==> config.mk <==
export PLATFORM = sky130hd
export DESIGN_NAME = parking_gate_scheduler
export DESIGN_NICKNAME = d
export VERILOG_FILES = /design/src/rtl/parking_gate_scheduler.sv
export SDC_FILE = /design/constraint.sdc
export NUM_CORES = 1
export LEC_CHECK = 0
export ABC_AREA = 1
export CAP_MARGIN = 10
export CORE_ASPECT_RATIO = 1.4
export CORE_UTILIZATION = 40
export DETAILED_ROUTE_END_ITERATION = 10
export HOLD_SLACK_MARGIN = 0.08
export SLEW_MARGIN = 20
export SYNTH_ARGS = -nofsm -noshare
export SYNTH_HDL_FRONTEND = slang
export SYNTH_SLANG_ARGS = --single-unit
==> constraint.sdc <==
create_clock -name clk -period 7 [get_ports clk]
set_input_delay 1.4 -clock clk [delete_from_list [all_inputs] [get_ports clk]]
set_output_delay 1.4 -clock clk [all_outputs]
set_load 0.1 [all_outputs]
==> src/rtl/parking_gate_scheduler.sv <==
// Round-robin scheduler for parking-lot entry/exit lanes: occupancy count and per-lane barrier timers.
// Optional PARK_STATS_EN adds total_entries/total_exits grant counters.
module parking_gate_scheduler #(
    parameter int unsigned NUM_LANES        = 4,
    parameter int unsigned NUM_SLOTS        = 8,
    parameter int unsigned GATE_OPEN_CYCLES = 8
) (
    input  logic                             clk,
    input  logic                             rst,
    input  logic [NUM_LANES-1:0]             entry_req,
    input  logic [NUM_LANES-1:0]             exit_req,
    output logic [NUM_LANES-1:0]             entry_ack,
    output logic [NUM_LANES-1:0]             exit_ack,
    output logic [NUM_LANES-1:0]             gate_open,
    output logic [$clog2(NUM_SLOTS+1)-1:0]   occupancy,
    output logic                             full,
    output logic                             exit_err,
    output logic                             busy
`ifdef PARK_STATS_EN
    ,
    output logic [15:0]                      total_entries,
    output logic [15:0]                      total_exits
`endif
);

    localparam int unsigned PTR_W = (NUM_LANES > 1) ? $clog2(NUM_LANES) : 1;
    localparam int unsigned OCC_W = $clog2(NUM_SLOTS + 1);
    localparam int unsigned TMR_W = $clog2(GATE_OPEN_CYCLES + 1);

    localparam logic [0:0] ST_IDLE  = 1'b0;
    localparam logic [0:0] ST_GRANT = 1'b1;

    logic [0:0]           state, state_n;
    logic [PTR_W-1:0]     entry_ptr, entry_ptr_n;
    logic [PTR_W-1:0]     exit_ptr, exit_ptr_n;
    logic [TMR_W-1:0]     timer   [NUM_LANES];
    logic [TMR_W-1:0]     timer_n [NUM_LANES];
    logic [NUM_LANES-1:0] entry_ack_n, exit_ack_n, gate_open_n;
    logic [OCC_W-1:0]     occupancy_n;
    logic                 exit_err_n, busy_n;
    logic [PTR_W:0]       exit_pick, entry_pick;
`ifdef PARK_STATS_EN
    logic [15:0]          total_entries_n, total_exits_n;
`endif

    // Returns {found, index}: first set request at or after ptr, wrapping.
    function automatic logic [PTR_W:0] rr_pick(input logic [NUM_LANES-1:0] req,
                                               input logic [PTR_W-1:0]     ptr);
        logic [PTR_W:0]   res;
        logic [PTR_W-1:0] sel;
        int unsigned      idx;
        res = '0;
        for (int unsigned k = 0; k < NUM_LANES; k++) begin
            idx = (32'(ptr) + k) % NUM_LANES;
            sel = PTR_W'(idx);
            if (!res[PTR_W] && req[sel]) res = {1'b1, sel};
        end
        return res;
    endfunction

    function automatic logic [PTR_W-1:0] ptr_after(input logic [PTR_W-1:0] w);
        return (32'(w) == NUM_LANES - 1) ? '0 : w + PTR_W'(1);
    endfunction

    // Lanes with an open barrier are invisible to both arbiters.
    assign exit_pick  = rr_pick(exit_req  & ~gate_open, exit_ptr);
    assign entry_pick = rr_pick(entry_req & ~gate_open, entry_ptr);
    assign full       = (occupancy == OCC_W'(NUM_SLOTS));

    always_comb begin
        state_n     = state;
        entry_ptr_n = entry_ptr;
        exit_ptr_n  = exit_ptr;
        entry_ack_n = '0;
        exit_ack_n  = '0;
        occupancy_n = occupancy;
        exit_err_n  = 1'b0;
        busy_n      = 1'b0;
`ifdef PARK_STATS_EN
        total_entries_n = total_entries;
        total_exits_n   = total_exits;
`endif
        for (int i = 0; i < NUM_LANES; i++) begin
            timer_n[i] = (timer[i] != '0) ? timer[i] - TMR_W'(1) : '0;
        end

        // All grant side effects land on the IDLE->GRANT edge so they are visible in the GRANT cycle.
        case (state)
            ST_IDLE: begin
                if (exit_pick[PTR_W]) begin
                    state_n                         = ST_GRANT;
                    busy_n                          = 1'b1;
                    exit_ack_n[exit_pick[PTR_W-1:0]] = 1'b1;
                    timer_n[exit_pick[PTR_W-1:0]]   = TMR_W'(GATE_OPEN_CYCLES);
                    exit_ptr_n                      = ptr_after(exit_pick[PTR_W-1:0]);
                    if (occupancy == '0) exit_err_n  = 1'b1;
                    else                 occupancy_n = occupancy - OCC_W'(1);
`ifdef PARK_STATS_EN
                    total_exits_n = total_exits + 16'd1;
`endif
                end else if (entry_pick[PTR_W] && !full) begin
                    state_n                           = ST_GRANT;
                    busy_n                            = 1'b1;
                    entry_ack_n[entry_pick[PTR_W-1:0]] = 1'b1;
                    timer_n[entry_pick[PTR_W-1:0]]    = TMR_W'(GATE_OPEN_CYCLES);
                    entry_ptr_n                       = ptr_after(entry_pick[PTR_W-1:0]);
                    occupancy_n                       = occupancy + OCC_W'(1);
`ifdef PARK_STATS_EN
                    total_entries_n = total_entries + 16'd1;
`endif
                end
            end
            ST_GRANT: state_n = ST_IDLE;
            default:  state_n = ST_IDLE;
        endcase

        for (int i = 0; i < NUM_LANES; i++) begin
            gate_open_n[i] = (timer_n[i] != '0);
        end
    end

    always_ff @(posedge clk) begin
        if (rst) begin
            state     <= ST_IDLE;
            entry_ptr <= '0;
            exit_ptr  <= '0;
            entry_ack <= '0;
            exit_ack  <= '0;
            gate_open <= '0;
            occupancy <= '0;
            exit_err  <= 1'b0;
            busy      <= 1'b0;
            for (int i = 0; i < NUM_LANES; i++) timer[i] <= '0;
`ifdef PARK_STATS_EN
            total_entries <= '0;
            total_exits   <= '0;
`endif
        end else begin
            state     <= state_n;
            entry_ptr <= entry_ptr_n;
            exit_ptr  <= exit_ptr_n;
            entry_ack <= entry_ack_n;
            exit_ack  <= exit_ack_n;
            gate_open <= gate_open_n;
            occupancy <= occupancy_n;
            exit_err  <= exit_err_n;
            busy      <= busy_n;
            for (int i = 0; i < NUM_LANES; i++) timer[i] <= timer_n[i];
`ifdef PARK_STATS_EN
            total_entries <= total_entries_n;
            total_exits   <= total_exits_n;
`endif
        end
    end

endmodule

Word level (Yosys, flattened, before mapping)
Memories as Yosys holds them, arrays and structs flattened.
Cells that the tools add are included.
{ "totals": {"register_bits": 23, "ramBits": 16, "input_bits": 10, "output_inout_bits": 19, "wordCells": 151, "mem_count": 1} }
{ "memory_table": {"columns": ["memory", "depth", "width", "rd", "rd_clocked_by_memory_dff", "wr", "line_no", "rtl"], "rows": [
  ["timer", 4, 4, 4, 0, 4, "36", "logic [TMR_W-1:0] timer [NUM_LANES];"]
]} }
{ "classes": {"add_sub_neg": 14, "n_lt_le_gt_ge": 16, "n_eq_ne": 4, "mux": 55, "bitwise_logic": 18, "reduce_logical": 34} }
{ "ops": {"columns": ["operator", "n"], "rows": [
  ["$mux W4", 13],
  ["$mux W16", 3],
  ["$reduce_bool A4 Y1", 8],
  ["$lt A2 B3 Y1 const B", 10],
  ["$and A12 B12 Y12", 2],
  ["$mux W3", 8],
  ["$not A12 Y12", 2],
  ["$sub A4 B1 Y4 const B", 5],
  ["$bmux W1 S2", 8],
  ["$demux W4 S2", 2],
  ["$mux W1", 16],
  ["$logic_and A1 B1 Y1", 11],
  ["$add A2 B1 Y2 const B", 4],
  ["$add A2 B2 Y2 const B", 4],
  ["$and A4 B4 Y4", 2],
  ["$or A4 B4 Y4", 2],
  ["$logic_not A1 Y1", 7],
  ["$ge A3 B3 Y1 const B", 2],
  ["$lt A3 B1 Y1 const B", 2],
  ["$not A2 Y3", 2],
  ["$reduce_and A3 Y1", 2],
  ["$add A4 B1 Y4 const B", 1],
  ["$demux W1 S2", 2],
  ["$eq A2 B2 Y1 const B", 2],
  ["other kinds (14)", 21]
]} }

Logic depth before layout (Yosys ltp)
Gate-level depths: netlist of the first run.
{ "logic_depth": {"word_depth": 25, "mapped_depth": 21} }

Worst setup path before layout of the first run
Ideal clock, no wire load.
{ "synth_path": {"path_kind": "flip-flop to output port", "start": "register occupancy[3]", "end": "output full", "arrival_ns": 1.911, "required_ns": 5.600, "setup_slack_ns": 3.689, "path_stages_with_launch": 3, "n_path_buf": 0, "path_cell_list": "dfxtp_1 -> nand3_1 -> inv_1"} }
{ "synth_between": {"elab_chain_len": 1} }
{ "synth_lines": {"columns": ["item", "line_no", "rtl"], "rows": [
  ["start: declaration", "15", "output logic [$clog2(NUM_SLOTS+1)-1:0] occupancy,"],
  ["start signal: assignment", "145", "occupancy <= occupancy_n;"],
  ["$eq A4 B4 Y1", "68", "assign full = (occupancy == OCC_W'(NUM_SLOTS));"],
  ["end: declaration", "16", "output logic full,"]
]} }
Every way passes these cells.

Final worst setup path of the first run
{ "layout_path": {"start": "input entry_req[3]", "end": "register gate_open[1]"} }
{ "layout_between": {"elab_chain_len": 24, "elab_cells_between_ends": 33, "classes_between": "order compare: 2; mux: 17; bitwise: 5; reduce/logical: 9"} }
{ "layout_lines": {"columns": ["item", "line_no", "rtl"], "rows": [
  ["start: declaration", "10", "input logic [NUM_LANES-1:0] entry_req,"],
  ["$and A4 B4 Y4 *", "67", "assign entry_pick = rr_pick(entry_req & ~gate_open, entry_ptr);"],
  ["$bmux W1 S2", "56", "if (!res[PTR_W] && req[sel]) res = {1'b1, sel};"],
  ["$mux W1 (not written as such)", "56", null],
  ["$mux W3", "56", null],
  ["$logic_not A1 Y1", "56", null],
  ["$logic_and A1 B1 Y1", "56", null],
  ["$mux W3", "56", null],
  ["$logic_not A1 Y1", "56", null],
  ["[... 8 more ...]", null, null],
  ["$mux W4 (not written as such)", "105", "timer_n[entry_pick[PTR_W-1:0]] = TMR_W'(GATE_OPEN_CYCLES);"],
  ["$demux W4 S2", "105", null],
  ["$not A12 Y12 (no line)", null, null],
  ["$and A12 B12 Y12 (no line)", null, null],
  ["$mux W16 *", "101", "end else if (entry_pick[PTR_W] && !full) begin"],
  ["$mux W16 *", "90", "if (exit_pick[PTR_W]) begin"],
  ["$mux W16 *", "88", "case (state)"],
  ["$reduce_bool A4 Y1 *", "118", "gate_open_n[i] = (timer_n[i] != '0);"],
  ["end signal: assignment", "144", "gate_open <= gate_open_n;"],
  ["end: declaration", "14", "output logic [NUM_LANES-1:0] gate_open,"]
]} }
Every way passes the cells marked *; elsewhere a longest branch is shown, timed or not. The select of a mux whose other input is x is not followed.
A chain may end at the register's enable or synchronous reset.

==> flow_metrics.env, run 1 <==
export IMPL_drive_gt1_share_pct=15.4
export IMPL_drtAntennaViolNets=0
export IMPL_hold_path_class="flop to flop"
export IMPL_num_vias=2169
export IMPL_fillers=591
export IMPL_fin_skew_ps=14.1
export IMPL_cts_sinks=38
export IMPL_syn_inst=340
export IMPL_worst_ep_required_time_ps=7160
export IMPL_syn_area_um2=2470
export IMPL_firstDrtPassIters=4
export IMPL_grt_pass1_vias=2016
export IMPL_crit_family="simple AND/OR/NAND/NOR gates"
export IMPL_yosysWarnings=0
export IMPL_synth_xor_area_share_pct=0.710
export IMPL_fin_crit_sh_pct=52.9
export IMPL_synth_seq_cells=38
export IMPL_ctsResizeCount=0
export IMPL_place_congestion=0.803
export IMPL_synth_top_family_by_area="simple AND/OR/NAND/NOR gates"
export IMPL_fin_hold_ws_ps=513
export IMPL_cts_buffers_inserted=5
export IMPL_drt_wl_total_um=5340
export IMPL_drc=0
export IMPL_num_rows=33
export IMPL_max_stage_delay_ps=420
export IMPL_path_class="input pin to flop"
export IMPL_grt_overflow_total=0
export IMPL_path_cells="clkdlybuf4s50_1, nand3_1, nand3_1, nand2_1, nand3_2, inv_1, nand2_1, o21ai_0, ha_1, inv_1, nor3_2, nand2_2, a21oi_2, nand2_1, nor2_1, nor2_1"
export IMPL_n_antenna_cell=0
export IMPL_synthSimpleGateAreaFrac_pct=41.5
export IMPL_cp_arrival_ps=3860
export IMPL_clockRootBuffer="clkbuf_8"
export IMPL_grt_max_degree=24
export IMPL_cts_hold_buf=0
export IMPL_async_reset_ff_share_pct=0
export IMPL_cp_max_fo=3
export IMPL_synth_fa_ha_area_share_pct=5.88
export IMPL_cts_max_level=2
export IMPL_wl_per_cell_um=12.2
export IMPL_synth_distinct_cells=40
export IMPL_io_pins=29
export IMPL_synth_flop_cell="dfxtp_1"
export IMPL_drt_initial_drc_count=101
export IMPL_die_h_um=94.9
export IMPL_muxShareOfSynthArea_pct=0
export IMPL_synth_area_leaders="dfxtp_1 (31%), nand2_1 (8.1%), nor2_1 (7.6%)"
export IMPL_final_common_cell="nand2_1"
export IMPL_hold_viol=0
export IMPL_synth_edf_count=0
export IMPL_r2r_end="gate_open[1]$_SDFF_PP0_"
export IMPL_path_buf_inv=3
export IMPL_syn_avg_cell_area_um2=7.26
export IMPL_synth_area_leader_cell="dfxtp_1"
export IMPL_worst_pin_slew_ps=987
export IMPL_hpwl_um=4130
export IMPL_path_clk_slew_ps=80
export IMPL_r2r_start="entry_ptr[0]$_SDFFE_PP0P_"
export IMPL_cts_tree="done"
export IMPL_cp_slowest_cell="clkdlybuf4s50_1"
export IMPL_die_w_um=68.4
export IMPL_min_period_ps=3700
export IMPL_tns_ps=0
export IMPL_path_common_cell="nand2_1"
export IMPL_reg2regPathDepth=16
export IMPL_worstSetupStartpointType="input pin"
export IMPL_finalMaxSlewViolations=0
export IMPL_cp_num_cells=16
export IMPL_area_growth_pct=16.9
export IMPL_synth_fp_nets=361
export IMPL_ys_seq_area_share_pct=30.8
export IMPL_core_area_um2=5900
export IMPL_synth_top_area_share_pct=30.8
export IMPL_end_kind="flop"
export IMPL_grt_pass1_wl_um=8800
export IMPL_clk_path_buf_depth=2
export IMPL_regArea_um2=761
export IMPL_finalSetupViolCount=0
export IMPL_io_buffers=28
export IMPL_synth_compound_area_share_pct=11.9
export IMPL_track_usage_pct=18.0
export IMPL_slew_headroom_pct=34.0
export IMPL_fmax_mhz=270
export IMPL_maxCapViolCount=0
export IMPL_outcome="completed"
export IMPL_clock_latency_ps=290
export IMPL_regToRegSetupSlack_ps=4210
export IMPL_vias_per_cell=4.94
export IMPL_worstHoldEndpoint="timer[1][3]$_SDFF_PP0_"
export IMPL_final_cell_mix="nand2_1 (53), nor2_1 (50), dfxtp_1 (38)"
export IMPL_num_nets_final=389
export IMPL_antenna_found_initial=0
export IMPL_initial_utilization_pct=41.8
export IMPL_post_cts_buffers=0
export IMPL_multiInputGateArea_um2=1480
export IMPL_die_area_um2=6490
export IMPL_hold_path_startpoint="timer[1][3]$_SDFF_PP0_"
export IMPL_rsz0062_at_grt="no"
export IMPL_hold_depth=2
## sequential cells by signal, summed over array words and instances, names as in the netlist
register	flops
timer	16
entry_ack	4
exit_ack	4
gate_open	4
occupancy	4
entry_ptr	2
exit_ptr	2
busy	1
exit_err	1
## cells by family after synthesis
group,count (synthesis)
AOI/OAI and AO/OA,55
DFF,38
and+or+nand+nor,186
adders and majority gates,11
buffers and inverters,48
xor gates and xnor gates,2
## worst reg2reg max path: cells and delay by family, from the launching register on
family                   cells  cell delay, ps
AND/OR/NAND/NOR             11            1110
flip-flops                   1             560
AO/OA/AOI/OAI                2             480
adder cells (fa/ha/maj)      1             300
buffers and inverters        2             180
## metal layers
metal,vias up,GRT usage [%],share of wire (%)
met5,-,0,0
li1,1164,-,-
met4,0,6.08,1.3
met1,973,21.4,45
met3,5,3.02,2.7
met2,27,31.5,51
## worst max-delay path by stage
stage	from	to
finish	entry_req[3]	gate_open[1]$_SDFF_PP0_
global route	entry_req[1]	gate_open[1]$_SDFF_PP0_
CTS	occupancy[0]$_SDFFE_PP0P_	full
detailed placement	entry_req[3]	gate_open[1]$_SDFF_PP0_
global placement	entry_req[1]	gate_open[1]$_SDFF_PP0_
floorplan	occupancy[3]$_SDFFE_PP0P_	full
## stage by stage
stage | cells | area [µm²] | util, % | worst slack (ps)
2_1_floorplan | 340 | 2470 | - | 3690
3_3_place_gp | 431 | 2780 | 47.0 | 3020
3_5_place_dp | 431 | 2780 | 47.0 | 3020
4_1_cts | 439 | 2890 | 48.9 | 3300
5_1_grt | 439 | 2890 | 48.9 | 3040
6_report | 439 | 2890 | 48.9 | 3300
## layout make-up
cell class / count / share of cell area (%)
Inverter: 41 / 5.81
Tap cell: 70 / 3.04
Clock buffer: 5 / 2.39
Clock inverter: 3 / 1.39
Timing Repair Buffer: 28 / 9.71
Multi-Input combinational cell: 254 / 51.3
Sequential cell: 38 / 26.4
## Yosys cell counts, types with 3 or more instances
library cell and number:
a21oi_1 35, buf_6 3, dfxtp_1 38, ha_1 10
inv_1 35, inv_2 3, nand2_1 53, nand2_2 12
nand2_4 4, nand3_1 34, nand3_2 7, nand3_4 3
nand4_1 4, nor2_1 50, nor3_2 4, nor3b_2 4
o21ai_0 11
Power of run 1 is left out: the tool's default activity adds up to more than one toggle a clock period on the data nets, which glitch-free logic cannot reach.
==> inputs of run 2 (changes only) <==
clock period = 3.7 ns   (was 7 ns; I/O delays follow)
==> flow_metrics.env, run 2 (synthesis results as in run 1) <==
export IMPL_fillers=583
export IMPL_worstSetupStartpointType="input pin"
export IMPL_regToRegSetupSlack_ps=1010
export IMPL_min_period_ps=2990
export IMPL_cts_max_level=2
export IMPL_drtAntennaViolNets=0
export IMPL_rsz0062_at_grt="no"
export IMPL_post_cts_buffers=0
export IMPL_fin_skew_ps=9.15
export IMPL_area_growth_pct=18.8
export IMPL_wl_per_cell_um=12.2
export IMPL_io_buffers=28
export IMPL_hold_path_class="flop to flop"
export IMPL_track_usage_pct=18.3
export IMPL_grt_overflow_total=0
export IMPL_clk_path_buf_depth=2
export IMPL_cts_tree="done"
export IMPL_final_cell_area_um2=2930
export IMPL_drc=0
export IMPL_fin_crit_sh_pct=80.9
export IMPL_hold_path_startpoint="timer[1][3]$_SDFF_PP0_"
export IMPL_die_area_um2=6490
export IMPL_drt_wl_total_um=5370
export IMPL_end_kind="flop"
export IMPL_clockRootBuffer="clkbuf_8"
export IMPL_worst_ep_required_time_ps=3880
export IMPL_initial_utilization_pct=41.8
export IMPL_n_antenna_cell=0
export IMPL_fin_hold_ws_ps=514
export IMPL_r2r_end="gate_open[0]$_SDFF_PP0_"
export IMPL_final_common_cell="nand2_1"
export IMPL_outcome="completed"
export IMPL_grt_pass1_vias=2101
export IMPL_largest_reg_flops=16
export IMPL_regArea_um2=761
export IMPL_ctsResizeCount=0
export IMPL_cts_hold_buf=0
export IMPL_worst_pin_slew_ps=971
export IMPL_r2r_start="entry_ptr[0]$_SDFFE_PP0P_"
export IMPL_worstHoldEndpoint="timer[1][3]$_SDFF_PP0_"
export IMPL_reg2regPathDepth=16
export IMPL_die_w_um=68.4
export IMPL_cp_max_fo=4
export IMPL_drive_gt1_share_pct=16.2
export IMPL_firstDrtPassIters=6
export IMPL_slew_headroom_pct=35.1
export IMPL_multiInputGateArea_um2=1480
export IMPL_hold_viol=0
export IMPL_grt_max_degree=24
export IMPL_antenna_found_initial=0
export IMPL_die_h_um=94.9
export IMPL_hpwl_um=4210
export IMPL_hold_depth=2
export IMPL_fmax_mhz=334
export IMPL_final_cell_mix="nand2_1 (53), nor2_1 (50), dfxtp_1 (38)"
export IMPL_cts_sinks=38
export IMPL_tns_ps=0
export IMPL_vias_per_cell=5.07
export IMPL_place_congestion=0.825
export IMPL_clock_latency_ps=290
export IMPL_grt_pass1_wl_um=9050
export IMPL_core_area_um2=5900
export IMPL_num_rows=33
export IMPL_path_class="input pin to flop"
export IMPL_num_nets_final=391
export IMPL_finalMaxSlewViolations=0
export IMPL_drt_initial_drc_count=86
export IMPL_path_clk_slew_ps=80
export IMPL_cts_buffers_inserted=5
export IMPL_dpl_cell_area_um2=2790
export IMPL_num_vias=2237
export IMPL_largest_register="timer"
export IMPL_cp_arrival_ps=3170
export IMPL_maxCapViolCount=0
export IMPL_io_pins=29
export IMPL_finalSetupViolCount=0
## run 2: worst max path at each step
stage	end	from	slack (ps)
global placement	gate_open[1]$_SDFF_PP0_	entry_req[3]	450
CTS	gate_open[1]$_SDFF_PP0_	entry_req[3]	710
finish	gate_open[1]$_SDFF_PP0_	entry_req[1]	710
detailed placement	gate_open[1]$_SDFF_PP0_	entry_req[3]	420
global route	gate_open[0]$_SDFF_PP0_	entry_req[3]	350
floorplan	gate_open[1]$_SDFF_PP0_	gate_open[2]$_SDFF_PP0_	630
## run 2: worst max-delay path: stages
cell             delay (ps)
clkdlybuf4s50_1         480
nand3_1                 100
nand3_1                 140
nand2_1                 110
nand3_2                 120
inv_1                    70
o21ai_0                 160
nand3_1                 170
inv_1                   130
ha_1                    230
inv_1                    70
nor3_2                  190
nand2_2                 110
a21oi_2                 160
nand2_1                  60
nor2_1                   80
nor2_1                   40
## run 2: routing by layer
| layer | vias up | share of wire (%) | global-route usage [%] |
|---|---|---|---|
| met5 | - | 0 | 0 |
| met3 | 7 | 2.9 | 2.54 |
| li1 | 1179 | - | - |
| met4 | 0 | 1.4 | 5.73 |
| met1 | 1012 | 44 | 20.7 |
| met2 | 39 | 52 | 34.0 |
## run 2: stage by stage
stage	worst slack [ps]	std cells	utilization (%)
2_1_floorplan	627	340	-
3_3_place_gp	455	433	47.2
3_5_place_dp	422	433	47.2
4_1_cts	710	441	49.7
5_1_grt	355	441	49.7
6_report	708	441	49.7
## run 2: cell type report
type                    instances  share of cell area [%]
inverters                      41                    5.72
flip-flops and latches         38                    25.9
multi-input cells             254                    50.5
clock inverters                 2                    2.05
clock buffers                   6                    2.82
repair buffers                 30                    9.99
well taps                      70                    2.99
Power of run 2 is left out for the same reason.
==> inputs of run 3 (changes only) <==
clock period = 2.5 ns   (was 3.7 ns; I/O delays follow)
==> flow_metrics.env, run 3 (synthesis results as in run 1) <==
export IMPL_outcome="completed"
export IMPL_drtAntennaViolNets=0
export IMPL_regToRegSetupSlack_ps=90
export IMPL_layout_core_utilization_pct=59.8
export IMPL_worst_pin_slew_ps=512
export IMPL_drive_gt1_share_pct=43.2
export IMPL_fin_hold_ws_ps=509
export IMPL_vias_per_cell=4.91
export IMPL_worst_ep_required_time_ps=2680
export IMPL_hold_path_startpoint="occupancy[0]$_SDFFE_PP0P_"
export IMPL_grt_pass1_wl_um=9400
export IMPL_final_cell_mix="buf_4 (71), nor2_1 (50), nand2_1 (46)"
export IMPL_track_usage_pct=19.1
export IMPL_num_vias=2427
export IMPL_cts_max_level=2
export IMPL_cts_sinks=38
export IMPL_clk_path_buf_depth=2
export IMPL_area_growth_pct=43.2
export IMPL_met1_usage_pct=21.2
export IMPL_clock_latency_ps=290
export IMPL_rsz0062_at_grt="yes"
export IMPL_path_class="flop to flop"
export IMPL_clockRootBuffer="clkbuf_8"
export IMPL_grt_busiest_layer="met2"
export IMPL_grt_overflow_total=0
export IMPL_final_common_cell="buf_4"
export IMPL_min_period_ps=2410
export IMPL_met2_usage_pct=35.3
export IMPL_antenna_found_initial=0
export IMPL_drt_wl_total_um=6030
export IMPL_largest_reg_flops=16
export IMPL_hpwl_um=4360
export IMPL_firstDrtPassIters=5
export IMPL_io_pins=29
export IMPL_cp_startpoint="gate_open[1]$_SDFF_PP0_"
export IMPL_fmax_mhz=415
export IMPL_fin_skew_ps=10.8
export IMPL_die_area_um2=6490
export IMPL_r2r_start="gate_open[1]$_SDFF_PP0_"
export IMPL_die_w_um=68.4
export IMPL_grt_max_degree=23
export IMPL_cts_tree="done"
export IMPL_place_congestion=0.802
export IMPL_cts_buffers_inserted=5
export IMPL_io_buffers=28
export IMPL_path_clk_slew_ps=80
export IMPL_maxCapViolCount=0
export IMPL_finalMaxSlewViolations=0
export IMPL_num_nets_final=444
export IMPL_core_area_um2=5900
export IMPL_die_h_um=94.9
export IMPL_worstSetupStartpointType="flop"
export IMPL_wl_per_cell_um=12.2
export IMPL_slew_headroom_pct=65.8
export IMPL_end_kind="flop"
export IMPL_fin_crit_sh_pct=96.4
export IMPL_hold_viol=0
export IMPL_hold_path_class="flop to flop"
export IMPL_num_rows=33
export IMPL_drt_initial_drc_count=63
export IMPL_n_antenna_cell=0
export IMPL_cp_max_fo=4
export IMPL_largest_register="timer"
export IMPL_cp_arrival_ps=2590
export IMPL_grt_util_met3_pct=2.66
export IMPL_grt_pass1_vias=2212
export IMPL_drc=0
export IMPL_initial_utilization_pct=41.8
export IMPL_finalSetupViolCount=0
[run 3: cell count changes in the layout (fill, tap and decap cells not counted), sizes merged, moves of 3 or more]
cell           change
clkinv             +3
buf               +71
dlymetal6s2s       +5
clkdlybuf4s50     -24
inv                -3
[run 3: area by class of cell]
class / count / area (µm²)
fill: 549 / 2370
sequential: 38 / 782
tap: 70 / 87.6
multi-input combinational: 254 / 1720
inverter: 41 / 185
timing repair buffer: 83 / 677
clock buffer: 6 / 72.6
clock inverter: 2 / 10.0
[run 3: final timing paths]
path | cells after the start | to
max reg2reg | 18 | gate_open[2]$_SDFF_PP0_
min reg2reg | 1 | occupancy[0]$_SDFFE_PP0P_
min | 1 | occupancy[0]$_SDFFE_PP0P_
max | 18 | gate_open[2]$_SDFF_PP0_
[run 3: metrics by stage]
step / TNS [ps] / area (µm²) / std cells / worst slack (ps)
after floorplan: -8.97 / 2490 / 340 / -8.97
after global placement: -8840 / 3110 / 477 / -534
after detailed placement: -9490 / 3110 / 477 / -510
after CTS: 0 / 3290 / 489 / 2.17
after global routing: -531 / 3530 / 494 / -122
final: 0 / 3530 / 494 / 91.1
[run 3: worst max-delay path, cell delays in order, from the launching register on]
cell	delay (ps)
dfxtp_4	340
inv_1	180
nand3_2	110
nand3_1	100
nand2_1	110
nand3_4	120
inv_4	50
nor2_1	90
nand2_1	70
nand3_2	110
buf_4	130
ha_4	120
inv_2	30
nor3_2	180
nand2_2	120
a21oi_2	170
nand2_1	70
nor2_1	120
nor2_1	60
[run 3: routing by layer]
layer	up-vias	routed length, µm	part of all wire [%]
li1	1277	-	-
met1	1106	2600	43
met2	34	3170	52
met3	10	147	2.4
met4	0	119	2.0
met5	-	0	0
[run 3: timing repair]
action                     in CTS  in global routing
resized for setup              21                 52
pin swaps                      14                 27
setup endpoints to repair      21                 23
hold buffers                    0                  0
cloned                          0                  0
setup buffers                   4                  5
Power of run 3 is left out for the same reason.
